### config.mk
export PLATFORM = sky130hd
export DESIGN_NAME = mem_bus_arbiter_flat
export DESIGN_NICKNAME = d
export VERILOG_FILES = /design/src/rtl/mem_bus_arbiter_if.sv /design/src/rtl/mem_bus_arbiter.sv /design/src/flat_wrapper.sv
export SDC_FILE = /design/constraint.sdc
export NUM_CORES = 1
export LEC_CHECK = 0
export BUFFER_PORTS_ARGS = -buffer_cell sky130_fd_sc_hd__buf_2
export CORE_ASPECT_RATIO = 0.75
export CORE_MARGIN = 4
export CORE_UTILIZATION = 30
export DETAILED_ROUTE_END_ITERATION = 12
export GPL_ROUTABILITY_DRIVEN = 0
export SLEW_MARGIN = 30
export SYNTH_ARGS = -nofsm -noshare
export SYNTH_HDL_FRONTEND = slang
export SYNTH_SLANG_ARGS = --single-unit
### constraint.sdc
create_clock -name clk -period 6.9 [get_ports clk]
set_input_delay 0.345 -clock clk [delete_from_list [all_inputs] [get_ports clk]]
set_output_delay 0.345 -clock clk [all_outputs]
set_load 0.02 [all_outputs]
### src/rtl/mem_bus_arbiter_if.sv
// Bundles the core-side fetch/data ports and the shared memory bus.
// The master modport is the arbiter's view; slave is the core/memory side.
interface mem_bus_arbiter_if #(
  parameter int unsigned WIDTH = 32
);
  logic             d_req;
  logic             d_we;
  logic [WIDTH-1:0] d_addr;
  logic [WIDTH-1:0] d_wdata;
  logic [3:0]       d_byteen;
  logic [WIDTH-1:0] d_rdata;
  logic             d_ack;

  logic             i_req;
  logic [WIDTH-1:0] i_addr;
  logic [WIDTH-1:0] i_rdata;
  logic             i_ack;

  logic             err;

  logic             m_req;
  logic             m_we;
  logic [WIDTH-1:0] m_addr;
  logic [WIDTH-1:0] m_wdata;
  logic [3:0]       m_byteen;
  logic [WIDTH-1:0] m_rdata;
  logic             m_ack;

  modport master (
    input  d_req, d_we, d_addr, d_wdata, d_byteen,
    output d_rdata, d_ack,
    input  i_req, i_addr,
    output i_rdata, i_ack,
    output err,
    output m_req, m_we, m_addr, m_wdata, m_byteen,
    input  m_rdata, m_ack
  );

  modport slave (
    output d_req, d_we, d_addr, d_wdata, d_byteen,
    input  d_rdata, d_ack,
    output i_req, i_addr,
    input  i_rdata, i_ack,
    input  err,
    input  m_req, m_we, m_addr, m_wdata, m_byteen,
    output m_rdata, m_ack
  );
endinterface

### src/rtl/mem_bus_arbiter.sv
// Round-robin arbiter sharing one memory bus between instruction fetch and data ports,
// with registered request latching, ack-based handshake and a per-transaction timeout.
module mem_bus_arbiter #(
  parameter int unsigned WIDTH   = 32,
  parameter int unsigned TIMEOUT = 255
) (
  input logic               clk,
  input logic               rst,
  mem_bus_arbiter_if.master bus
);

  typedef enum logic [1:0] {StIdle, StBusy, StDone} state_e;

  localparam bit          TimeoutEn = (TIMEOUT != 0);
  localparam logic [31:0] CntLast   = 32'(TIMEOUT - 1);

  state_e           state_q, state_d;
  // Current owner of the bus; also the round-robin "last grant" (1 = data port).
  logic             gnt_data_q, gnt_data_d;
  logic [31:0]      cnt_q, cnt_d;

  logic             m_req_q, m_req_d;
  logic             m_we_q, m_we_d;
  logic [WIDTH-1:0] m_addr_q, m_addr_d;
  logic [WIDTH-1:0] m_wdata_q, m_wdata_d;
  logic [3:0]       m_byteen_q, m_byteen_d;

  logic             d_ack_q, d_ack_d;
  logic             i_ack_q, i_ack_d;
  logic             err_q, err_d;
  logic [WIDTH-1:0] d_rdata_q, d_rdata_d;
  logic [WIDTH-1:0] i_rdata_q, i_rdata_d;

  logic             data_win;
  logic             timed_out;

  always_comb begin
    state_d    = state_q;
    gnt_data_d = gnt_data_q;
    cnt_d      = cnt_q;
    m_req_d    = m_req_q;
    m_we_d     = m_we_q;
    m_addr_d   = m_addr_q;
    m_wdata_d  = m_wdata_q;
    m_byteen_d = m_byteen_q;
    d_ack_d    = 1'b0;
    i_ack_d    = 1'b0;
    err_d      = 1'b0;
    d_rdata_d  = d_rdata_q;
    i_rdata_d  = i_rdata_q;
    data_win   = 1'b0;
    timed_out  = TimeoutEn && (cnt_q == CntLast);

    unique case (state_q)
      StIdle: begin
        if (bus.d_req || bus.i_req) begin
          // Data wins a conflict unless it was the previous owner.
          data_win   = bus.d_req && (!bus.i_req || !gnt_data_q);
          gnt_data_d = data_win;
          if (data_win) begin
            m_we_d     = bus.d_we;
            m_addr_d   = bus.d_addr;
            m_wdata_d  = bus.d_wdata;
            m_byteen_d = bus.d_byteen;
          end else begin
            m_we_d     = 1'b0;
            m_addr_d   = bus.i_addr;
            m_wdata_d  = '0;
            m_byteen_d = 4'b1111;
          end
          m_req_d = 1'b1;
          cnt_d   = '0;
          state_d = StBusy;
        end
      end
      StBusy: begin
        if (bus.m_ack || timed_out) begin
          m_req_d = 1'b0;
          state_d = StDone;
          // Ack takes priority over a coinciding timeout.
          err_d   = !bus.m_ack;
          if (gnt_data_q) begin
            d_ack_d   = 1'b1;
            d_rdata_d = (bus.m_ack && !m_we_q) ? bus.m_rdata : '0;
          end else begin
            i_ack_d   = 1'b1;
            i_rdata_d = bus.m_ack ? bus.m_rdata : '0;
          end
        end else if (TimeoutEn) begin
          cnt_d = cnt_q + 32'd1;
        end
      end
      StDone: begin
        state_d = StIdle;
      end
      default: begin
        state_d = StIdle;
      end
    endcase
  end

  always_ff @(posedge clk or posedge rst) begin
    if (rst) begin
      state_q    <= StIdle;
      gnt_data_q <= 1'b0;
      cnt_q      <= '0;
      m_req_q    <= 1'b0;
      m_we_q     <= 1'b0;
      m_addr_q   <= '0;
      m_wdata_q  <= '0;
      m_byteen_q <= '0;
      d_ack_q    <= 1'b0;
      i_ack_q    <= 1'b0;
      err_q      <= 1'b0;
      d_rdata_q  <= '0;
      i_rdata_q  <= '0;
    end else begin
      state_q    <= state_d;
      gnt_data_q <= gnt_data_d;
      cnt_q      <= cnt_d;
      m_req_q    <= m_req_d;
      m_we_q     <= m_we_d;
      m_addr_q   <= m_addr_d;
      m_wdata_q  <= m_wdata_d;
      m_byteen_q <= m_byteen_d;
      d_ack_q    <= d_ack_d;
      i_ack_q    <= i_ack_d;
      err_q      <= err_d;
      d_rdata_q  <= d_rdata_d;
      i_rdata_q  <= i_rdata_d;
    end
  end

  assign bus.m_req    = m_req_q;
  assign bus.m_we     = m_we_q;
  assign bus.m_addr   = m_addr_q;
  assign bus.m_wdata  = m_wdata_q;
  assign bus.m_byteen = m_byteen_q;
  assign bus.d_ack    = d_ack_q;
  assign bus.i_ack    = i_ack_q;
  assign bus.err      = err_q;
  assign bus.d_rdata  = d_rdata_q;
  assign bus.i_rdata  = i_rdata_q;

endmodule
### src/flat_wrapper.sv
// flat-port wrapper written by rule: the top's interface ports become plain ports
module mem_bus_arbiter_flat 
#(
  parameter int unsigned WIDTH   = 32,
  parameter int unsigned TIMEOUT = 255
)
  (clk, rst, bus_d_req, bus_d_we, bus_d_addr, bus_d_wdata, bus_d_byteen, bus_d_rdata, bus_d_ack, bus_i_req, bus_i_addr, bus_i_rdata, bus_i_ack, bus_err, bus_m_req, bus_m_we, bus_m_addr, bus_m_wdata, bus_m_byteen, bus_m_rdata, bus_m_ack);
  mem_bus_arbiter_if #(.WIDTH(WIDTH)) bus_i ();
  input logic clk;
  input logic rst;
  input wire logic [$bits(bus_i.d_req)-1:0] bus_d_req;
  input wire logic [$bits(bus_i.d_we)-1:0] bus_d_we;
  input wire logic [$bits(bus_i.d_addr)-1:0] bus_d_addr;
  input wire logic [$bits(bus_i.d_wdata)-1:0] bus_d_wdata;
  input wire logic [$bits(bus_i.d_byteen)-1:0] bus_d_byteen;
  output wire logic [$bits(bus_i.d_rdata)-1:0] bus_d_rdata;
  output wire logic [$bits(bus_i.d_ack)-1:0] bus_d_ack;
  input wire logic [$bits(bus_i.i_req)-1:0] bus_i_req;
  input wire logic [$bits(bus_i.i_addr)-1:0] bus_i_addr;
  output wire logic [$bits(bus_i.i_rdata)-1:0] bus_i_rdata;
  output wire logic [$bits(bus_i.i_ack)-1:0] bus_i_ack;
  output wire logic [$bits(bus_i.err)-1:0] bus_err;
  output wire logic [$bits(bus_i.m_req)-1:0] bus_m_req;
  output wire logic [$bits(bus_i.m_we)-1:0] bus_m_we;
  output wire logic [$bits(bus_i.m_addr)-1:0] bus_m_addr;
  output wire logic [$bits(bus_i.m_wdata)-1:0] bus_m_wdata;
  output wire logic [$bits(bus_i.m_byteen)-1:0] bus_m_byteen;
  input wire logic [$bits(bus_i.m_rdata)-1:0] bus_m_rdata;
  input wire logic [$bits(bus_i.m_ack)-1:0] bus_m_ack;
  assign bus_i.d_req = bus_d_req;
  assign bus_i.d_we = bus_d_we;
  assign bus_i.d_addr = bus_d_addr;
  assign bus_i.d_wdata = bus_d_wdata;
  assign bus_i.d_byteen = bus_d_byteen;
  assign bus_d_rdata = bus_i.d_rdata;
  assign bus_d_ack = bus_i.d_ack;
  assign bus_i.i_req = bus_i_req;
  assign bus_i.i_addr = bus_i_addr;
  assign bus_i_rdata = bus_i.i_rdata;
  assign bus_i_ack = bus_i.i_ack;
  assign bus_err = bus_i.err;
  assign bus_m_req = bus_i.m_req;
  assign bus_m_we = bus_i.m_we;
  assign bus_m_addr = bus_i.m_addr;
  assign bus_m_wdata = bus_i.m_wdata;
  assign bus_m_byteen = bus_i.m_byteen;
  assign bus_i.m_rdata = bus_m_rdata;
  assign bus_i.m_ack = bus_m_ack;
  mem_bus_arbiter #(.WIDTH(WIDTH), .TIMEOUT(TIMEOUT)) u_core (.clk(clk), .rst(rst), .bus(bus_i));
endmodule
# Word level (Yosys, flattened, before mapping)
# Cells that the tools add are included.
# totals
register_bits	172
output_inout_bits	137
word_cells	60
inputBits	138
# op_classes
n_addsub	1
mux	23
reduce_logical	17
n_eq_ne	5
bitwise	1
# op_table
operator	n
32-bit two-way mux	6
32-bit case mux with 2 select lines	1
32-bit by 1-bit adder with 32-bit output, second input constant	1
32-bit by 8-bit equality test with 1-bit output, second input constant	1
3-bit AND reduction	4
1-bit two-way mux	11
1-bit logical NOT	4
2-bit two-way mux	2
4-bit two-way mux	1
2-bit by 1-bit inequality test with 1-bit output, second input constant	2
2-bit case mux with 2 select lines	1
2-bit AND reduction	2
1-bit logical OR	3
2-bit by 1-bit equality test with 1-bit output, second input constant	1
1-bit logical AND	2
2-bit logical NOT	1
2-bit inequality test, second input constant	1
1-bit case mux with 2 select lines	1
2-bit nonzero test	1
1-bit NOT	1

# Depth between registers and ports, before layout
# logic_depth
ltp_word	4
depth_mapped	8
ltp_nobuf	7

# Worst setup path before layout
# OpenSTA, ideal clock, no wires.
# synth_timing
path_type	reg2reg
from	register u_core.cnt_q[0]
to	register u_core.d_rdata_q[10] (netlist: u_core.bus.d_rdata[10])
synth_period_minus_slack_ns	1.924
path_slack_ns	4.976
path_buffers	1
t_required_ns	6.779
arrival_ns	1.803
stages_incl_launch_ff	9
setup_ns	0.121
cell_sequence	dfrtp_1 -> inv_1 -> ha_1 -> nor4b_1 -> nand3_1 -> nor3_4 -> o21bai_2 -> buf_2 -> a22o_1
# synth_between
elab_chain_cells	3
# synth_rtl
element	line	rtl
start, declared	mem_bus_arbiter.sv:20	logic [31:0] cnt_q, cnt_d;
start signal, assigned	mem_bus_arbiter.sv:120	cnt_q <= cnt_d;
32-bit by 8-bit equality test with 1-bit output	mem_bus_arbiter.sv:52	timed_out = TimeoutEn && (cnt_q == CntLast);
1-bit logical OR	mem_bus_arbiter.sv:77	if (bus.m_ack || timed_out) begin
3-bit AND reduction (no line)	-	
end signal, assigned	mem_bus_arbiter.sv:129	d_rdata_q <= d_rdata_d;
end, declared	mem_bus_arbiter.sv:31	logic [WIDTH-1:0] d_rdata_q, d_rdata_d;
# Every way passes these cells.
# A chain may end at the register's enable or synchronous reset.

# Worst setup path after layout
# layout_timing
from	register u_core.cnt_q[27]
to	register u_core.i_rdata_q[14] (netlist: u_core.bus.i_rdata[14])
# layout_between
elab_chain_cells	3
# layout_rtl
element	line	rtl
32-bit by 8-bit equality test with 1-bit output	mem_bus_arbiter.sv:52	
1-bit logical OR	mem_bus_arbiter.sv:77	
3-bit AND reduction (no line)	-	
end signal, assigned	mem_bus_arbiter.sv:130	i_rdata_q <= i_rdata_d;
end, declared	mem_bus_arbiter.sv:32	logic [WIDTH-1:0] i_rdata_q, i_rdata_d;
# Every way passes these cells.

==> impl_metrics.env <==
export IMPL_tightest_slew_ns=0.866
export IMPL_fin_nets=987
export IMPL_synthTopCellsByArea="dfrtp_1 (61%), a22o_1 (12%), mux2i_1 (4.7%)"
export IMPL_first_iter_violations=280
export IMPL_vdd_drop_max_v=0.000214
export IMPL_ys_seq_elements=172
export IMPL_fp_dieW_um=185
export IMPL_hold_slack_ns=0.0192
export IMPL_grtUsageMet1=0.200
export IMPL_postCtsHoldBufs=0
export IMPL_skew_ns=0.0150
export IMPL_leakagePower_nw=4.79
export IMPL_critical_path_required_ns=7.20
export IMPL_power_density_nw_per_um2=458
export IMPL_worstPathMaxFanout=33
export IMPL_grt_busiest_layer="met2"
export IMPL_ioPinCount=275
export IMPL_dp_cells=1128
export IMPL_grt_max_degree=100
export IMPL_reg2reg_depth=6
export IMPL_use_met3=0.0408
export IMPL_fmax_mhz=396
export IMPL_drtAntennaViolNets=0
export IMPL_seq_area_um2=4300
export IMPL_ys_types=52
export IMPL_timing_hold_violations_final=0
export IMPL_drc=0
export IMPL_multi_input_area_um2=2600
export IMPL_area_growth_pct=32.2
export IMPL_n_fill_cell=2254
export IMPL_cts_resized=0
export IMPL_globalRoute_totalOverflow=0
export IMPL_rsz0062_at_grt="no"
export IMPL_h_tree_depth=4
export IMPL_yosys_warnings=0
export IMPL_antenna_found_initial=0
export IMPL_drv_cap=0
export IMPL_cts_tree="done"
export IMPL_relSlewSlack=0.420
export IMPL_startpoint_type="register"
export IMPL_status="completed"
export IMPL_yosys_top_cells_count="dfrtp_1 (172), a22o_1 (97), nand2_1 (52)"
export IMPL_utilization=0.405
export IMPL_grt_pass1_wl_um=30900
export IMPL_routed_via_density=4.80
export IMPL_core_area_um2=23100
export IMPL_die_h_um=141
export IMPL_vias=5568
export IMPL_synth_top_cell_by_area="dfrtp_1"
export IMPL_antenna_cells=0
export IMPL_hold_class="input port to asynchronous set/reset pin"
export IMPL_cts_buffers=17
export IMPL_tns_ns=0
export IMPL_grt_pass1_vias=5760
export IMPL_syn_area_per_cell_um2=12.1
export IMPL_synth_top_area_frac=0.609
export IMPL_clk_pin_slew_ns=0.07
export IMPL_io_buffers=274
export IMPL_floorplan_rows=48
export IMPL_syn_num_nets=724
export IMPL_drive_above_1_share=0.384
export IMPL_cts_root_buffer="clkbuf_16"
export IMPL_wire_per_inst_um=16.6
export IMPL_synth_most_common_cell="dfrtp_1"
export IMPL_seq_area_frac_synth=0.609
export IMPL_finalCriticalPeriod_ns=2.53
export IMPL_worst_endpoint_arrival_ns=2.82
export IMPL_finalMaxSlewViolations=0
export IMPL_worstSetupEndpointType="register"
export IMPL_start_util=0.306
export IMPL_critPathKind="register to register"
export IMPL_clock_sinks=172
export IMPL_synthCells=584
export IMPL_timing_rr_start="u_core.cnt_q[27]"
export IMPL_setup_violations=0
export IMPL_grtUsageTotal=0.146
export IMPL_reg2reg_slack_ns=4.37
export IMPL_post_route_period_util=0.366
export IMPL_dp_hpwl_um=13400
export IMPL_stdcell_count=1159
export IMPL_dieArea_um2=26100
export IMPL_timing_rr_end="u_core.bus.i_rdata[14]"
export IMPL_total_power_w=0.00428
export IMPL_synth_edf_count=0
export IMPL_synth_ff_type="dfrtp_1"
export IMPL_max_clock_path_buffers=2
export IMPL_clock_latency_ns=0.42
export IMPL_grt_use_met2=0.236
export IMPL_dr_pass1_iters=5
export IMPL_drt_wl_total_um=19300
export IMPL_async_flop_share=1.00
export IMPL_cts_setup_buffers=0
export IMPL_synth_area_um2=7060
[routing by layer]
metal | wire, µm | up-vias
met4 | 155 | 0
met1 | 8660 | 2694
met5 | 0 | -
met3 | 1110 | 10
li1 | - | 2697
met2 | 9330 | 167
[sequential cells by signal (all words and copies together) (netlist names)]
name and cells:
u_core.bus.d_ack 1, u_core.bus.d_rdata 32, u_core.bus.err 1, u_core.bus.i_ack 1, u_core.bus.i_rdata 32, u_core.bus.m_addr 32, u_core.bus.m_byteen 4, u_core.bus.m_req 1
u_core.bus.m_wdata 32, u_core.bus.m_we 1, u_core.cnt_q 32, u_core.gnt_data_q 1, u_core.state_q 2
[where the power goes]
group	switching (W)	leakage [nW]	internal, W
Sequential	0.000225	2.21	0.00141
Clock	0.000429	0.269	0.000514
Combinational	0.00108	2.31	0.000627
Total	0.00173	4.79	0.00255
[worst max path at each step]
stage               slack [ns]  cells past startpoint        startpoint                     end
detailed placement        4.39                      8   u_core.cnt_q[0]   u_core.bus.d_rdata[9]
global route              4.16                      6  u_core.cnt_q[27]   u_core.bus.i_rdata[5]
CTS                       4.37                      8   u_core.cnt_q[0]  u_core.bus.i_rdata[14]
finish                    4.37                      6  u_core.cnt_q[27]  u_core.bus.i_rdata[14]
floorplan                 1.89                      1               rst        u_core.bus.d_ack
global placement          4.38                      5         bus_i_req         u_core.cnt_q[0]
[placed cells by master (no fill, tap or decap), drive strengths merged, types with 8 or more instances in the layout]
| master | Yosys | layout |
|---|---|---|
| buf | 15 | 284 |
| mux2i | 33 | 33 |
| a21oi | 10 | 10 |
| nor2 | 24 | 24 |
| inv | 5 | 10 |
| a22o | 97 | 97 |
| clkbuf | 25 | 18 |
| xor2 | 11 | 11 |
| dfrtp | 172 | 172 |
| o21ai | 44 | 44 |
| nand3 | 8 | 8 |
| nand4 | 8 | 8 |
| nand2 | 52 | 52 |
[stage by stage]
stage / cell area, µm² / worst slack, ns
2_1_floorplan: 7060 / 1.89
3_3_place_gp: 8740 / 4.38
3_5_place_dp: 8760 / 4.39
4_1_cts: 9340 / 4.37
5_1_grt: 9340 / 4.16
6_report: 9340 / 4.37
[kinds of logic (layout without fill, tap and decap cells)]
kind of cell	Yosys count	after routing	synth area share
mux	33	33	0.0468
compound gates	182	182	0.195
fa+ha+maj	2	2	0.00354
simple gates	138	138	0.104
xor+xnor	12	12	0.0149
buf+inv	45	320	0.0260
flops	172	172	0.609
[worst max-delay path, cell delays in order, from the launching register on]
cell	delay (ns)
dfrtp_1	0.41
nor4_1	0.35
nand4_1	0.40
nor3_4	0.65
o21ai_2	0.08
buf_4	0.28
a22o_1	0.23
[area by class of cell]
class,count,share of cell area
clock buffers,18,0.0470
flip-flops and latches,172,0.461
clock inverters,13,0.0143
well taps,300,0.0402
inverters,5,0.00281
multi-input cells,367,0.279
repair buffers,284,0.156
(Power assumes the default switching activity.)
